[config.mk]
export PLATFORM = sky130hd
export DESIGN_NAME = display_cmd_sequencer
export DESIGN_NICKNAME = d
export VERILOG_FILES = /design/src/rtl/display_pkg.sv /design/src/rtl/cmd_sync_fifo.sv /design/src/rtl/display_cmd_sequencer.sv
export SDC_FILE = /design/constraint.sdc
export NUM_CORES = 2
export LEC_CHECK = 0
export CAP_MARGIN = 20
export CELL_PAD_IN_SITES_DETAIL_PLACEMENT = 0
export CELL_PAD_IN_SITES_GLOBAL_PLACEMENT = 1
export CORE_AREA = 2 2 461 463
export CTS_BUF_LIST = sky130_fd_sc_hd__clkbuf_16
export CTS_CLUSTER_SIZE = 24
export DETAILED_ROUTE_END_ITERATION = 10
export DIE_AREA = 0 0 463 465
export PLACE_DENSITY_LB_ADDON = 0.15
export SLEW_MARGIN = 20
export SYNTH_ARGS = -nofsm -noshare
export SYNTH_HDL_FRONTEND = slang
export SYNTH_SLANG_ARGS = --single-unit
[constraint.sdc]
create_clock -name clk -period 6.25 [get_ports clk]
set_clock_uncertainty 0.2 [all_clocks]
set_input_delay 1.25 -clock clk [delete_from_list [all_inputs] [get_ports clk]]
set_output_delay 1.25 -clock clk [all_outputs]
set_load 0.005 [all_outputs]
[src/rtl/display_pkg.sv]
// Shared definitions for the display command path: command word layout,
// info codes, FIFO entry format and sequencer states.
package display_pkg;

    localparam int CMD_W     = 32;
    localparam int SUB_LSB   = 26;
    localparam int SUB_W     = 6;
    localparam int CHILD_LSB = 21;
    localparam int CHILD_W   = 5;
    localparam int INFO_LSB  = 17;
    localparam int INFO_W    = 4;
    localparam int TYPE_LSB  = 14;
    localparam int TYPE_W    = 3;
    localparam int BUF_BIT   = 13;
    localparam int MSG_LSB   = 0;
    localparam int MSG_W     = 13;

    localparam logic [INFO_W-1:0] INFO_NOP   = 4'b0000;
    localparam logic [INFO_W-1:0] INFO_WRITE = 4'b0001;
    localparam logic [INFO_W-1:0] INFO_SWAP  = 4'b1111;

    localparam logic [CMD_W-1:0] CMD_NOP = '0;

    localparam logic [1:0] ADDR_CMD    = 2'd0;
    localparam logic [1:0] ADDR_COMMIT = 2'd1;
    localparam logic [1:0] ADDR_CLEAR  = 2'd2;

    typedef struct packed {
        logic             is_commit;
        logic [CMD_W-1:0] word;
    } fifo_entry_t;

    localparam int ENTRY_W = $bits(fifo_entry_t);

    typedef enum logic [1:0] {
        ST_DRAIN    = 2'd0,
        ST_WAIT_VBL = 2'd1,
        ST_SWAP     = 2'd2
    } seq_state_e;

    function automatic logic [INFO_W-1:0] cmd_info(input logic [CMD_W-1:0] word);
        return word[INFO_LSB +: INFO_W];
    endfunction

    function automatic logic [CMD_W-1:0] with_buf(input logic [CMD_W-1:0] word,
                                                  input logic             buf_sel);
        logic [CMD_W-1:0] w;
        w          = word;
        w[BUF_BIT] = buf_sel;
        return w;
    endfunction

    function automatic logic [CMD_W-1:0] swap_word(input logic buf_sel);
        logic [CMD_W-1:0] w;
        w                       = CMD_NOP;
        w[INFO_LSB +: INFO_W]   = INFO_SWAP;
        w[BUF_BIT]              = buf_sel;
        return w;
    endfunction

endpackage

[src/rtl/cmd_sync_fifo.sv]
// Single-clock FIFO with first-word-fall-through read. A push into a full
// FIFO is discarded; fullness is judged before any same-cycle pop.
module cmd_sync_fifo #(
    parameter int DEPTH = 64,
    parameter int WIDTH = 33
) (
    input  logic                       clk,
    input  logic                       reset,
    input  logic                       push,
    input  logic [WIDTH-1:0]           push_data,
    input  logic                       pop,
    output logic [WIDTH-1:0]           pop_data,
    output logic                       full,
    output logic                       empty,
    output logic [$clog2(DEPTH):0]     level
);

    localparam int AW = $clog2(DEPTH);
    localparam int LW = AW + 1;

    logic [WIDTH-1:0] mem [DEPTH];
    logic [AW-1:0]    wr_ptr;
    logic [AW-1:0]    rd_ptr;
    logic [LW-1:0]    count;
    logic             do_push;
    logic             do_pop;

    assign full     = (count == LW'(DEPTH));
    assign empty    = (count == '0);
    assign level    = count;
    assign do_push  = push && !full;
    assign do_pop   = pop && !empty;
    assign pop_data = mem[rd_ptr];

    always_ff @(posedge clk) begin
        if (reset) begin
            wr_ptr <= '0;
            rd_ptr <= '0;
            count  <= '0;
        end else begin
            if (do_push) begin
                wr_ptr <= wr_ptr + 1'b1;
            end
            if (do_pop) begin
                rd_ptr <= rd_ptr + 1'b1;
            end
            case ({do_push, do_pop})
                2'b10:   count <= count + 1'b1;
                2'b01:   count <= count - 1'b1;
                default: count <= count;
            endcase
        end
    end

    // Storage carries no reset; validity is tracked by the pointers alone.
    always_ff @(posedge clk) begin
        if (do_push) begin
            mem[wr_ptr] <= push_data;
        end
    end

endmodule

[src/rtl/display_cmd_sequencer.sv]
// Avalon-MM command front end: buffers software command words, drains them
// onto the shared display command bus and issues buffer swaps at vblank.
//
//   state       | meaning
//   ------------+--------------------------------------------------------
//   ST_DRAIN    | pop one FIFO entry per cycle onto cmd_out
//   ST_WAIT_VBL | commit seen; hold the FIFO until vertical-blank entry
//   ST_SWAP     | emit the buffer-swap word and flip the front buffer
module display_cmd_sequencer
    import display_pkg::*;
#(
    parameter int FIFO_DEPTH  = 64,
    parameter int VBLANK_LINE = 480
) (
    input  logic        clk,
    input  logic        reset,
    input  logic        chipselect,
    input  logic        write,
    input  logic        read,
    input  logic [1:0]  address,
    input  logic [31:0] writedata,
    output logic [31:0] readdata,
    input  logic [9:0]  hcount,
    input  logic [9:0]  vcount,
    output logic [31:0] cmd_out
);

    localparam int         LVL_W    = $clog2(FIFO_DEPTH) + 1;
    localparam logic [9:0] VBL_LINE = 10'(VBLANK_LINE);

    seq_state_e       state;
    seq_state_e       state_next;

    fifo_entry_t      push_entry;
    fifo_entry_t      head;
    logic             fifo_push;
    logic             fifo_pop;
    logic             fifo_full;
    logic             fifo_empty;
    logic [LVL_W-1:0] fifo_level;

    logic             wr_cmd;
    logic             wr_commit;
    logic             wr_clear;

    logic             front;
    logic             illegal;
    logic             overflow;
    logic [9:0]       vcount_prev;
    logic             vbl_entry;

    logic [CMD_W-1:0] cmd_next;
    logic             set_illegal;
    logic             toggle_front;

    // Pixel column and read strobe play no part: status is always driven.
    logic             unused_inputs;
    assign unused_inputs = ^{hcount, read};

    assign wr_cmd    = chipselect && write && (address == ADDR_CMD);
    assign wr_commit = chipselect && write && (address == ADDR_COMMIT);
    assign wr_clear  = chipselect && write && (address == ADDR_CLEAR);
    assign fifo_push = wr_cmd || wr_commit;

    always_comb begin
        push_entry = '{is_commit: 1'b0, word: writedata};
        if (wr_commit) begin
            push_entry = '{is_commit: 1'b1, word: CMD_NOP};
        end
    end

    cmd_sync_fifo #(
        .DEPTH (FIFO_DEPTH),
        .WIDTH (ENTRY_W)
    ) u_fifo (
        .clk       (clk),
        .reset     (reset),
        .push      (fifo_push),
        .push_data (push_entry),
        .pop       (fifo_pop),
        .pop_data  (head),
        .full      (fifo_full),
        .empty     (fifo_empty),
        .level     (fifo_level)
    );

    assign vbl_entry = (vcount == VBL_LINE) && (vcount_prev != VBL_LINE);

    always_ff @(posedge clk) begin
        if (reset) begin
            state <= ST_DRAIN;
        end else begin
            state <= state_next;
        end
    end

    always_comb begin
        state_next = state;
        case (state)
            ST_DRAIN: begin
                if (!fifo_empty && head.is_commit) begin
                    state_next = ST_WAIT_VBL;
                end
            end
            ST_WAIT_VBL: begin
                if (vbl_entry) begin
                    state_next = ST_SWAP;
                end
            end
            ST_SWAP: begin
                state_next = ST_DRAIN;
            end
            default: begin
                state_next = ST_DRAIN;
            end
        endcase
    end

    always_comb begin
        fifo_pop     = 1'b0;
        cmd_next     = CMD_NOP;
        set_illegal  = 1'b0;
        toggle_front = 1'b0;
        case (state)
            ST_DRAIN: begin
                if (!fifo_empty) begin
                    fifo_pop = 1'b1;
                    if (!head.is_commit) begin
                        case (cmd_info(head.word))
                            INFO_WRITE: cmd_next    = with_buf(head.word, ~front);
                            INFO_SWAP:  set_illegal = 1'b1;
                            default:    cmd_next    = head.word;
                        endcase
                    end
                end
            end
            ST_SWAP: begin
                cmd_next     = swap_word(~front);
                toggle_front = 1'b1;
            end
            default: begin
                cmd_next = CMD_NOP;
            end
        endcase
    end

    // A flag raised in the same cycle as a clear wins over the clear.
    always_ff @(posedge clk) begin
        if (reset) begin
            cmd_out     <= CMD_NOP;
            front       <= 1'b0;
            illegal     <= 1'b0;
            overflow    <= 1'b0;
            vcount_prev <= '0;
        end else begin
            cmd_out     <= cmd_next;
            front       <= front ^ toggle_front;
            vcount_prev <= vcount;
            if (wr_clear) begin
                illegal  <= 1'b0;
                overflow <= 1'b0;
            end
            if (set_illegal) begin
                illegal <= 1'b1;
            end
            if (fifo_push && fifo_full) begin
                overflow <= 1'b1;
            end
        end
    end

    always_comb begin
        readdata       = '0;
        readdata[14:8] = 7'(fifo_level);
        readdata[3]    = illegal;
        readdata[2]    = overflow;
        readdata[1]    = (state == ST_WAIT_VBL);
        readdata[0]    = front;
    end

endmodule

# Word-level counts from Yosys, hierarchy flattened
# Memories as Yosys holds them, arrays and structs flattened. A register that Yosys moved wholly into a read port is not among the register bits.
# Index checks and enable logic that the tools add are counted.
# classes
n_addsub	4
mul	0
n_div	0
n_lt_le_gt_ge	0
eq_ne	13
shifts	0
mux	23
n_bitwise	2
n_reduce_logical	19
# op_table
op	count
32-bit one-hot mux with 2 select lines	2
32-bit two-way mux	2
33-bit two-way mux	1
7-bit one-hot mux with 2 select lines	1
6-bit by 1-bit adder with 6-bit output (second input constant)	2
1-bit two-way mux	12
6-bit two-way mux	2
10-bit by 9-bit == test with 1-bit output (second input constant)	1
10-bit by 9-bit inequality test with 1-bit output (second input constant)	1
1-bit logical AND	9
7-bit by 1-bit adder with 7-bit output (second input constant)	1
7-bit == test (second input constant)	1
7-bit logical NOT	1
7-bit by 1-bit subtractor with 7-bit output (second input constant)	1
2-bit by 1-bit == test with 1-bit output (second input constant)	3
2-bit == test (second input constant)	3
2-bit nonzero test	3
4-bit by 1-bit == test with 1-bit output (second input constant)	1
4-bit == test (second input constant)	1
2-bit logical NOT	2
2-bit two-way mux	2
2-bit one-hot mux with 2 select lines	1
1-bit logical NOT	2
2-bit by 1-bit inequality test with 1-bit output (second input constant)	1
5 further kinds	5
# word_totals
reg_bits	66
latch_bits	0
mem_bits_rw	2112
mem_bits_ro	0
in_bits	59
output_inout_bits	64
wordCells	71
memories	1
# memory_table
memory	words	word_bits	read_ports	rd_clocked_by_memory_dff	wr	line_no	rtl
u_fifo.mem	64	33	1	1	1	cmd_sync_fifo.sv:21	logic [WIDTH-1:0] mem [DEPTH];

# Longest topological paths before layout
# logic_depth
depth_word	6
depth_mapped	14
mapped_depth_nobuf	14

# Hierarchy
# Synthesis repeated with hierarchy kept, for this count alone.
# hier_totals
hier_cells	3920
hier_area_um2	83871.7
# modules_own_cells
module	n_inst	cells_each	area_per_inst_um2	seq_area_each_um2
cmd_sync_fifo	1	3720	81918.6	63921.3
display_cmd_sequencer	1	200	1953.1	940.9

# Worst setup path before layout
# OpenSTA, ideal clock, no wires.
# synth_path
path_type	input to register
startpoint	input port chipselect
endpoint	memory u_fifo.mem[59][0] (enable)
arrival_time_ps	3579
required_time_ps	5627
setup_slack_ps	2048
path_stages	7
path_buffers	0
cell_sequence	nand2_1 > nor2_1 > and2_1 > inv_1 > nor2_1 > nand3_1 > nor2_1
# synth_via
elab_chain_cells	6
elab_cells_between_ends	7
cone_classes	mux (2); reduce/logical (5)
# synth_lines
element	line_no	rtl
from (decl)	display_cmd_sequencer.sv:17	input logic chipselect,
1-bit logical AND *	display_cmd_sequencer.sv:60, display_cmd_sequencer.sv:61	
1-bit logical AND, on equally long branches	display_cmd_sequencer.sv:60, display_cmd_sequencer.sv:61	
1-bit logical OR *	display_cmd_sequencer.sv:63	assign fifo_push = wr_cmd || wr_commit;
1-bit logical AND *	cmd_sync_fifo.sv:31	assign do_push = push && !full;
1-bit two-way mux *	cmd_sync_fifo.sv:57	if (do_push) begin
1-bit two-way mux (not written as such) *	cmd_sync_fifo.sv:58	mem[wr_ptr] <= push_data;
to (decl)	cmd_sync_fifo.sv:21	
# Every way passes the cells marked *; elsewhere a longest branch is shown, timed or not.

==> Implementation_results.wiki <==
{| class="wikitable"
! Metric !! Value
|-
| Clock tree from TritonCTS || yes
|-
| Clock insertion delay at the later pin of the skew report || 860 ps
|-
| Average wire per standard cell || ~33 um
|-
| Number of standard cells after synthesis || ~3,500
|-
| Post-synthesis to final-layout area growth || 15.2%
|-
| Flip-flop and latch count after synthesis || around 2,200
|-
| Met3 Track Usage GR || under 10%
|-
| Number of distinct library cells after synthesis || 61
|-
| Arrival @ worst endpoint || 4960 ps
|-
| Vertical extent of the die || 465 um
|-
| Power Density || between 300 and 400 nW/um2
|-
| Number of fillers in the final layout || approximately 18,000
|-
| Placement-stage worst setup slack || ~1300 ps
|-
| Wire length of the first global-routing pass || 315,000 um
|-
| Main synth FF type || sky130_fd_sc_hd__edfxtp_1
|-
| Maximum fanout along the worst path || 33
|-
| Routed WL || approximately 230,000 um
|-
| Sequential element share of the synthesized area || slightly below 80%
|-
| Worst-case setup margin in the final layout || about 1800 ps
|-
| Critical Path Source Type || flop
|-
| Busiest metal layer after global routing || met2
|-
| Slew Limit Fails || 0
|-
| Synth Cell Area || ~84,000 um2
|-
| Share of the clock period used by the worst path || between 70% and 80%
|-
| Area inside the core boundary || about 210,000 um2
|-
| Post-synth top area share || around three quarters
|-
| Highest achievable clock rate || 225 MHz
|-
| Clock group share of total power || 37.1%
|-
| Clock Path Buffers || 3
|-
| Cell at the slowest stage of the critical path || sky130_fd_sc_hd__dfxtp_4
|-
| Multi-input logic area || between 15,000 and 20,000 um2
|-
| Antenna violation net count after detailed routing || 0
|-
| DRC errors left || 0
|-
| Final number of hold-violating endpoints || 0
|-
| Initial antenna violation count || 9
|-
| Syn avg cell area || 23.7 um2
|-
| Die Footprint || 215,000 um2
|-
| Critical-path cell list || buf_4 -> mux2i_1 -> a22oi_1 -> a21oi_1 -> o41ai_2 -> nand4_1 -> o211ai_1 -> buf_12 -> a211oi_1
|-
| Worst vdd ir || between 200 and 300 uV
|-
| Max-cap check violation count || 0
|-
| Rel. slew slack || roughly 27%
|-
| P_sw || roughly 8.7 mW
|-
| Synth top area cells || sky130_fd_sc_hd__edfxtp_1 (76%), sky130_fd_sc_hd__mux4_2 (17%), sky130_fd_sc_hd__dfxtp_1 (1.7%), sky130_fd_sc_hd__mux2i_1 (0.87%), sky130_fd_sc_hd__buf_4 (0.55%)
|-
| Via count || around 38,000
|-
| Static leakage || 29.2 nW
|-
| Part of the total power dissipated in combinational logic || 16.4%
|-
| Switching share of power || between 20% and 30%
|-
| Critical path data required time || 6770 ps
|-
| Final TNS setup || 0 ps
|-
| Total of cells resized after clock tree synthesis || 0
|-
| CTS H-tree lvls || 4
|-
| Grt total ovfl || 0
|-
| Final weighted congestion in routability-driven placement || roughly 0.74
|-
| CP bufs+invs || 2
|-
| Hold buffers post-CTS || 0
|-
| Final #Nets || between 3,000 and 4,000
|-
| Internal Dissipation || between 20 and 30 mW
|-
| Clock transition at the registers of the reported paths || ~60 ps
|-
| Worst-case hold slack || 259 ps
|-
| Number of sinks handled by clock tree synthesis || around 2,200
|-
| Capturing element type of the critical path || flop
|-
| Transition time of the tightest slew-check pin || between 1000 and 1500 ps
|-
| Clock root cell || sky130_fd_sc_hd__clkbuf_16
|-
| Port Buf Inserts || 90
|-
| Io pins || 123
|-
| Overall global routing resource usage || between 20% and 30%
|-
| Rows || 169
|-
| Count of flip-flops with a built-in enable after synthesis || about 2,100
|-
| Sequential share of power || 46.5%
|-
| Per-cell via count in the routed design || around 5.6
|-
| Global-route track usage on met1 || a little under a third
|-
| Proportion of layout cells with a drive suffix above 1 || between 30% and 40%
|-
| Family with the most delay on the worst path || compound AO/OA/AOI/OAI gates
|-
| Initial DRC Count || 4,506
|-
| CP max stage delay || approximately 840 ps
|-
| Area leader, netlist || sky130_fd_sc_hd__edfxtp_1
|-
| Maximum number of pins on one net before global-route repair || approximately 130
|-
| Proportion of synthesized flip-flops having asynchronous set or reset || 0%
|-
| Start-to-end type of the worst setup path || reg2reg
|-
| Sum of net half-perimeters after detailed placement || 123,000 um
|-
| Starting utilization of the core area || approximately two fifths
|-
| Post-CTS setup-driven buffer insertion count || 0
|-
| RSZ-0062 raised after global routing || false
|-
| Endpoints failing setup || 0
|-
| GR Layer Usage met2 || between 30% and 40%
|-
| Type of the worst min-delay path || reg2reg
|-
| Total power consumption of the routed design || 35.2 mW
|-
| Combined flip-flop and latch cell area || 64,900 um2
|-
| X dimension of the die || roughly 460 um
|-
| Iteration count of the initial detailed-routing pass || 5
|-
| Synth warn || 0
|-
| Vias in the first global route || ~39,000
|-
| Run status || complete, no violations
|-
| Period minus WS final || roughly 4400 ps
|-
| Number of buffers created by CTS || 226
|-
| Util after Layout || roughly 46%
|}
[per-layer routing]
| layer | share of wire (%) | vias to the layer above |
|---|---|---|
| li1 | - | 15600 |
| met1 | 45 | 21300 |
| met2 | 47 | 1186 |
| met3 | 5.9 | 252 |
| met4 | 1.7 | 0 |
| met5 | 0 | - |
[cells by family (layout without fill, tap and decap cells)]
group	Yosys count	in the layout	synth area share [%]
DFF	2184	2184	77.6
AOI/OAI and AO/OA	106	106	0.901
other	1	26	0.00449
muxes	728	728	18.1
adders and majority gates	10	10	0.159
xor gates and xnor gates	12	12	0.126
and+or+nand+nor	265	265	1.57
buffers and inverters	222	694	1.52
[Yosys cell counts, drive strengths merged, types with 3 or more instances]
cell	instances
a22oi	27
ha	9
a21oi	28
or3	3
nand3	12
xnor2	5
nand2	39
a211oi	7
xor2	7
and3	4
nor2b	41
nor2	103
buf	140
inv	17
mux2i	73
a22o	4
mux4	627
edfxtp	2112
nand4	6
nor3b	3
a32o	4
a222oi	6
o21ai	11
o41ai	3
o211ai	3
dfxtp	72
clkbuf	65
nor4	3
and2	38
mux2	28
[stage by stage]
stage / instances / instance area, um2
5_1_grt: 6842 / 96300
2_1_floorplan: 3548 / 83700
3_5_place_dp: 6416 / 89100
4_1_cts: 6840 / 96300
6_report: 6846 / 96300
3_3_place_gp: 6416 / 89100
[sequential cells by signal (all words and copies together), names as in the netlist, named ones only]
register,flops
u_fifo.wr_ptr,6
u_fifo.mem,2112
vcount_prev,10
u_fifo.level,7
illegal,1
overflow,1
cmd_out,32
front,1
u_fifo.rd_ptr,6
state,2
[layout make-up]
cell class | instances | share of cell area, %
inverter | 17 | 0.0766
antenna | 5 | 0.0130
clock buffer | 230 | 5.97
timing repair buffer | 253 | 2.65
tap | 2821 | 3.66
multi-input combinational | 1142 | 18.8
sequential | 2184 | 67.3
clock inverter | 194 | 1.49
[tightest hold or removal path, stage by stage, from the launching register on]
cell and delay, ps:
sky130_fd_sc_hd__dfxtp_1 310, sky130_fd_sc_hd__nand2_1 50, sky130_fd_sc_hd__a21oi_1 50
[final timing paths]
kind,start,end,slack (ps),cells after the start
min,illegal,illegal,260,2
max,flop,cmd_out[9],1810,9
max reg2reg,flop,cmd_out[9],1810,9
min reg2reg,illegal,illegal,260,2
[layout by cell type, fill, tap and decap left out, types with 9 or more instances in the layout]
master	n
sky130_fd_sc_hd__and2_1	9
sky130_fd_sc_hd__inv_1	77
sky130_fd_sc_hd__clkbuf_16	230
sky130_fd_sc_hd__edfxtp_1	2112
sky130_fd_sc_hd__a22oi_1	27
sky130_fd_sc_hd__nor2_1	37
sky130_fd_sc_hd__clkdlybuf4s50_1	90
sky130_fd_sc_hd__ha_1	9
sky130_fd_sc_hd__a21oi_1	28
sky130_fd_sc_hd__mux2i_1	73
sky130_fd_sc_hd__mux4_2	627
sky130_fd_sc_hd__and2_2	11
sky130_fd_sc_hd__dfxtp_1	68
sky130_fd_sc_hd__clkinv_2	38
sky130_fd_sc_hd__bufinv_16	17
sky130_fd_sc_hd__nor2_4	64
sky130_fd_sc_hd__nor2b_1	39
sky130_fd_sc_hd__nand2_1	38
sky130_fd_sc_hd__clkinv_1	58
sky130_fd_sc_hd__nand3_1	12
sky130_fd_sc_hd__buf_12	34
sky130_fd_sc_hd__mux2_2	28
sky130_fd_sc_hd__buf_4	129
sky130_fd_sc_hd__o21ai_0	11
sky130_fd_sc_hd__conb_1	21
sky130_fd_sc_hd__and2_4	17
[power groups by stage]
| stage | Combinational, mW | Clock (mW) | Sequential, mW |
|---|---|---|---|
| 2_1_floorplan | 4.38 | 0 | 16.6 |
| 3_3_place_gp | 5.90 | 0 | 16.7 |
| 3_5_place_dp | 5.88 | 0 | 16.7 |
| 4_1_cts | 5.90 | 13.3 | 16.4 |
| 5_1_grt | 6.18 | 13.9 | 16.4 |
| 6_report | 5.76 | 13.1 | 16.3 |
Note: power is estimated with default switching activity, not from simulation.
